===== src/rtl/pea_scheduler.sv =====
// Beat sequencer for the 16-PE array: walks centers x output groups x input chunks,
// issues buffer reads and delays each beat's control fields by the buffer read latency.
module pea_scheduler #(
    parameter int PE_NUM = 16,
    parameter int PE_OPS = 4,
    parameter int CH_W   = 32,
    parameter int CTR_W  = 16,
    parameter int RD_LAT = 2
) (
    input  logic                     clk,
    input  logic                     rst_n,
    input  logic                     start_i,
    input  logic [CTR_W-1:0]         cfg_num_center_i,
    input  logic [8:0]               cfg_out_ch_i,
    input  logic [8:0]               cfg_in_ch_i,
    output logic                     rd_req_valid_o,
    input  logic                     rd_req_ready_i,
    output logic [6:0]               rd_ic_idx_o,
    output logic [3:0]               rd_og_idx_o,
    output logic [CTR_W-1:0]         rd_ctr_idx_o,
    output logic                     pea_in_valid_o,
    output logic [PE_NUM*CH_W-1:0]   pea_out_ch_o,
    output logic                     pea_in_ch_end_o,
    output logic                     pea_new_center_in_o,
    output logic [PE_NUM-1:0]        pea_pe_mask_o,
    output logic [PE_OPS-1:0]        pea_op_mask_o,
    output logic                     busy_o,
    output logic                     done_o
);

    typedef enum logic [1:0] {
        IDLE  = 2'd0,
        RUN   = 2'd1,
        DRAIN = 2'd2,
        DONE  = 2'd3
    } state_t;

    typedef struct packed {
        logic       valid;
        logic       icEnd;
        logic       newCenter;
        logic [3:0] og;
        logic [6:0] ic;
    } beat_t;

    state_t           state_q;
    logic             rdReqValid_q;
    logic             busy_q;
    logic             done_q;
    logic [6:0]       icIdx_q;
    logic [3:0]       ogIdx_q;
    logic [CTR_W-1:0] ctrIdx_q;
    logic [6:0]       icIdx_d;
    logic [3:0]       ogIdx_d;
    logic [CTR_W-1:0] ctrIdx_d;
    logic [6:0]       nicM1_q;
    logic [3:0]       nogM1_q;
    logic [CTR_W-1:0] ctrM1_q;
    logic [8:0]       outCh_q;
    logic [8:0]       inCh_q;

    logic             fire;
    logic             lastBeat;
    logic             cfgZero;
    logic [9:0]       nicFull;
    logic [9:0]       nogFull;
    beat_t            fireBeat_d;
    beat_t            pipe_q [RD_LAT];
    beat_t            outStage;
    logic             earlyStagesBusy;

    function automatic logic [9:0] laneChannel(input logic [3:0] og, input int p);
        return 10'(og) * 10'(PE_NUM) + 10'(p);
    endfunction

    function automatic logic [9:0] opChannel(input logic [6:0] ic, input int k);
        return 10'(ic) * 10'(PE_OPS) + 10'(k);
    endfunction

    assign fire    = rdReqValid_q & rd_req_ready_i;
    assign cfgZero = (cfg_num_center_i == '0) || (cfg_out_ch_i == '0) || (cfg_in_ch_i == '0);
    assign nicFull = ({1'b0, cfg_in_ch_i} + 10'(PE_OPS - 1)) / 10'(PE_OPS);
    assign nogFull = ({1'b0, cfg_out_ch_i} + 10'(PE_NUM - 1)) / 10'(PE_NUM);

    // Chunk index is innermost; the center counter only wraps on the final beat.
    always_comb begin
        icIdx_d  = icIdx_q;
        ogIdx_d  = ogIdx_q;
        ctrIdx_d = ctrIdx_q;
        lastBeat = 1'b0;
        if (icIdx_q != nicM1_q) begin
            icIdx_d = icIdx_q + 7'd1;
        end else begin
            icIdx_d = '0;
            if (ogIdx_q != nogM1_q) begin
                ogIdx_d = ogIdx_q + 4'd1;
            end else begin
                ogIdx_d = '0;
                if (ctrIdx_q != ctrM1_q) begin
                    ctrIdx_d = ctrIdx_q + CTR_W'(1);
                end else begin
                    ctrIdx_d = '0;
                    lastBeat = 1'b1;
                end
            end
        end
    end

    always_comb begin
        fireBeat_d = '0;
        if (fire) begin
            fireBeat_d.valid     = 1'b1;
            fireBeat_d.icEnd     = (icIdx_q == nicM1_q);
            fireBeat_d.newCenter = (ogIdx_q == 4'd0) && (icIdx_q == 7'd0);
            fireBeat_d.og        = ogIdx_q;
            fireBeat_d.ic        = icIdx_q;
        end
    end

    always_ff @(posedge clk or negedge rst_n) begin
        if (!rst_n) begin
            state_q      <= IDLE;
            rdReqValid_q <= 1'b0;
            busy_q       <= 1'b0;
            done_q       <= 1'b0;
            icIdx_q      <= '0;
            ogIdx_q      <= '0;
            ctrIdx_q     <= '0;
            nicM1_q      <= '0;
            nogM1_q      <= '0;
            ctrM1_q      <= '0;
            outCh_q      <= '0;
            inCh_q       <= '0;
        end else begin
            case (state_q)
                IDLE: begin
                    if (start_i) begin
                        busy_q   <= 1'b1;
                        icIdx_q  <= '0;
                        ogIdx_q  <= '0;
                        ctrIdx_q <= '0;
                        nicM1_q  <= 7'(nicFull - 10'd1);
                        nogM1_q  <= 4'(nogFull - 10'd1);
                        ctrM1_q  <= cfg_num_center_i - CTR_W'(1);
                        outCh_q  <= cfg_out_ch_i;
                        inCh_q   <= cfg_in_ch_i;
                        if (cfgZero) begin
                            state_q <= DONE;
                        end else begin
                            state_q      <= RUN;
                            rdReqValid_q <= 1'b1;
                        end
                    end
                end
                RUN: begin
                    if (fire) begin
                        icIdx_q  <= icIdx_d;
                        ogIdx_q  <= ogIdx_d;
                        ctrIdx_q <= ctrIdx_d;
                        if (lastBeat) begin
                            rdReqValid_q <= 1'b0;
                            state_q      <= DRAIN;
                        end
                    end
                end
                DRAIN: begin
                    if (!earlyStagesBusy) begin
                        state_q <= DONE;
                        done_q  <= 1'b1;
                    end
                end
                DONE: begin
                    // A zero-size job arrives here with done low and spends one extra cycle raising it.
                    if (done_q) begin
                        done_q  <= 1'b0;
                        busy_q  <= 1'b0;
                        state_q <= IDLE;
                    end else begin
                        done_q <= 1'b1;
                    end
                end
                default: state_q <= IDLE;
            endcase
        end
    end

    always_ff @(posedge clk or negedge rst_n) begin
        if (!rst_n) begin
            for (int i = 0; i < RD_LAT; i++) begin
                pipe_q[i] <= '0;
            end
        end else begin
            pipe_q[0] <= fireBeat_d;
            for (int i = 1; i < RD_LAT; i++) begin
                pipe_q[i] <= pipe_q[i-1];
            end
        end
    end

    // The last stage is on the outputs this cycle, so it empties at the next edge on its own.
    always_comb begin
        earlyStagesBusy = 1'b0;
        for (int i = 0; i < RD_LAT - 1; i++) begin
            earlyStagesBusy = earlyStagesBusy | pipe_q[i].valid;
        end
    end

    assign outStage = pipe_q[RD_LAT-1];

    always_comb begin
        pea_out_ch_o  = '0;
        pea_pe_mask_o = '0;
        pea_op_mask_o = '0;
        if (outStage.valid) begin
            for (int p = 0; p < PE_NUM; p++) begin
                pea_out_ch_o[p*CH_W +: CH_W] = CH_W'(laneChannel(outStage.og, p));
                pea_pe_mask_o[p]             = laneChannel(outStage.og, p) < {1'b0, outCh_q};
            end
            for (int k = 0; k < PE_OPS; k++) begin
                pea_op_mask_o[k] = opChannel(outStage.ic, k) < {1'b0, inCh_q};
            end
        end
    end

    assign pea_in_valid_o      = outStage.valid;
    assign pea_in_ch_end_o     = outStage.valid & outStage.icEnd;
    assign pea_new_center_in_o = outStage.valid & outStage.newCenter;
    assign rd_req_valid_o      = rdReqValid_q;
    assign rd_ic_idx_o         = icIdx_q;
    assign rd_og_idx_o         = ogIdx_q;
    assign rd_ctr_idx_o        = ctrIdx_q;
    assign busy_o              = busy_q;
    assign done_o              = done_q;

endmodule

===== config.mk =====
export PLATFORM = sky130hd
export DESIGN_NAME = pea_scheduler
export DESIGN_NICKNAME = d
export VERILOG_FILES = /design/src/rtl/pea_scheduler.sv
export SDC_FILE = /design/constraint.sdc
export NUM_CORES = 1
export LEC_CHECK = 0
export BUFFER_PORTS_ARGS = -buffer_cell sky130_fd_sc_hd__buf_2
export CORE_AREA = 2 2 234 236
export DETAILED_ROUTE_END_ITERATION = 7
export DIE_AREA = 0 0 236 238
export GPL_TIMING_DRIVEN = 0
export PLACE_DENSITY = 0.51
export SLEW_MARGIN = 20
export SYNTH_ARGS = -nofsm -noshare
export SYNTH_HDL_FRONTEND = slang
export SYNTH_SLANG_ARGS = --single-unit

===== constraint.sdc =====
create_clock -name clk -period 2.5 [get_ports clk]
set_clock_uncertainty 0.15 [all_clocks]
set_input_delay 0 -clock clk [delete_from_list [all_inputs] [get_ports clk]]
set_output_delay 0 -clock clk [all_outputs]
set_load 0.02 [all_outputs]

==> results.cfg <==
[status]
outcome = finished, final reports clean

[place]
place_area_mm2 = 0.0130
hpwl_mm = 23.2
port_buffers = 186
gp_congestion = 0.800
dp_cells = 2397

[sta]
tns_ps = 0
finalHoldViolCount = 0
finalCritPeriodShare = 0.952
finalSetupViolCount = 0
rsz0062_at_grt = true
timing.final.max_slew_violations = 0
worst_pin_slew_ps = 844
relSlewSlack = 0.438
final.min_clock_period_ps = 2380
fmax_mhz = 420

[finish]
final_cell_mix = 510 x buf_4, 416 x conb_1, 192 x buf_2
final-instance-count-excl-fill = 2456
antennaDiodeCount = 0
fin_area_mm2 = 0.0139
drive_above_1_share = 0.436
num-nets-final = 1819
final_common_cell = buf_4
areaGrowthSynthToFinish_pct = 44.3
postLayoutCoreUtil = 0.260

[routing]
detail_route.wl_per_cell_um = 11.1
firstDrtPassIters = 4
wl_mm = 27.3
drc = 0
vias = 7829
antenna_left = 0
viasPerCell = 3.19
drtIter0Drc = 230

[setup_path]
crit_path_end_kind = register
required_ps = 2570
worstPathArrival_ps = 2450
crit_family = compound AO/OA/AOI/OAI gates
cp_slowest_cell = dfrtp_1
crit_buf_inv = 3
cp_cell_sequence = buf_2, xor2_1, nor4_2, buf_4, a41oi_2, buf_2, a2111oi_1, a21oi_1
worst-path-max-fanout = 10
crit_type = register to register
crit_top_cell = buf_2
crit-reg2reg-launch = rd_ctr_idx_o[7]
cp-start-kind = register
startpoint = rd_ctr_idx_o[7]
max_stage_delay_ps = 390

[cts]
numCtsBuffers = 9
clockRootBuffer = clkbuf_16
cts_num_sinks = 105
clk-insertion-delay-late_ps = 360
cts_tree = done
cts_max_level = 3
clock_tree.buffer_depth = 2
cts.clk_slew.worst_paths_ps = 80

[floorplanning]
start_util = 0.180
dieArea_mm2 = 0.0562
rows = 85
dieWidth_um = 236
die_y_um = 238
core_mm2 = 0.0535
pin_count = 603

[grt]
grt_max_degree = 63
grt_use_total = 0.0896
grt_pass1_wl_mm = 39.8
antenna_found_initial = 0
grt_pass1_vias = 6927
grt-ovfl-total = 0

[pwr]
cell_internal_pwr_mw = 3.79
p_leak_nw = 8.16
combPwrFrac = 0.464
pwr-share-clk = 0.237
power.switching_mw = 2.65
powerDensity_mw_per_mm2 = 464
total_power_mw = 6.44
irDropWorstVdd_v = 0.000300
seqPwrFrac = 0.299
sw_frac_of_total = 0.412

[logic_synthesis]
synth-seq-area-share = 0.273
syn_inst = 1098
yosysWarningCount = 0
syn_area_mm2 = 0.00962
synth_edf_count = 0
ys_ff_latch = 105
synth_ff_type = dfrtp_1
yosys.cell_types.count = 54
synthArstFlopShare = 1.00
avgSynthCellArea_um2 = 8.76

[hold_path]
hold_path_class = register to register
worstHoldStart = pipe_q[18]

[run]
maxCapViolations = 0
kinds of logic (layout without fill, tap and decap cells):
family	count (synthesis)	after routing	synth area share
xor+xnor	54	54	0.0492
mux	29	29	0.0329
other cells	1	416	0.000390
simple gates	202	202	0.120
fa+ha+maj	26	26	0.0338
compound gates	114	114	0.0704
flops	105	105	0.273
buf+inv	567	814	0.421
final cells by class:
| cell class | count | area [um^2] |
|---|---|---|
| fill | 5849 | 39600 |
| multi-input combinational | 841 | 4570 |
| buffer | 526 | 3890 |
| sequential | 105 | 2630 |
| timing repair buffer | 236 | 1470 |
| tap | 696 | 871 |
| clock buffer | 9 | 225 |
| inverter | 36 | 135 |
| clock inverter | 7 | 93.8 |
synth_stat cells (all sizes together) (10+ instances only):
cell	instances	share of area
buf	519	0.40
dfrtp	105	0.27
nand2	55	0.021
o21ai	40	0.021
inv	36	0.014
nor2	34	0.014
xor2	30	0.027
a21oi	26	0.014
ha	26	0.034
xnor2	24	0.022
a31oi	21	0.014
mux2	21	0.025
and3	17	0.011
nor4	16	0.017
nand3	15	0.0078
clkbuf	12	0.0048
nand4	10	0.0072
metrics by stage:
step | hold WS (ps) | worst slack (ps)
after floorplan | -446 | 261
after global placement | 108 | -779
after detailed placement | -198 | -122
after CTS | 204 | 1.96
after global routing | 207 | -40.3
final | 201 | 120
registers in the layout (all words and copies together) (netlist names), 2 cells and up:
name	count
ctrM1_q	16
rd_og_idx_o	4
outStage	13
nogM1_q	4
pipe_q	13
rd_ic_idx_o	7
inCh_q	9
nicM1_q	7
state_q	2
rd_ctr_idx_o	16
outCh_q	9
layer usage:
metal  up-vias  routed length [um]  track usage
met5         -                   0            0
met4         0                 320       0.0203
met3        22                2140       0.0231
met2       298               15400        0.178
met1      3525                9480       0.0928
li1       3984                   -            -
path summary, 6_finish.rpt:
kind | cells after the start | slack, ps | end
worst min register to register | 0 | 200 | outStage[4]
worst max-delay path | 8 | 120 | rd_ctr_idx_o[6]
min in group asynchronous | 3 | 440 | rd_og_idx_o[3]
max in group asynchronous | 4 | 1190 | rd_ctr_idx_o[2]
worst min-delay path | 0 | 200 | outStage[4]
worst max register to register | 8 | 120 | rd_ctr_idx_o[6]
repair_timing:
item | CTS | global route
setup endpoints to repair | 37 | 32
pin swaps | 0 | 3
resized for setup | 4 | 13
buffers inserted | 0 | 2
hold buffers | 46 | 0
hold endpoints to repair | 154 | 0
power groups by stage:
stage	clock, mW	combinational (mW)	sequential [mW]
after global placement	0	2.86	1.97
after global routing	1.63	3.23	1.94
after floorplan	0	2.17	1.98
after detailed placement	0	2.88	1.96
final	1.53	2.99	1.92
after CTS	1.56	2.96	1.93
(Power assumes the default switching activity.)
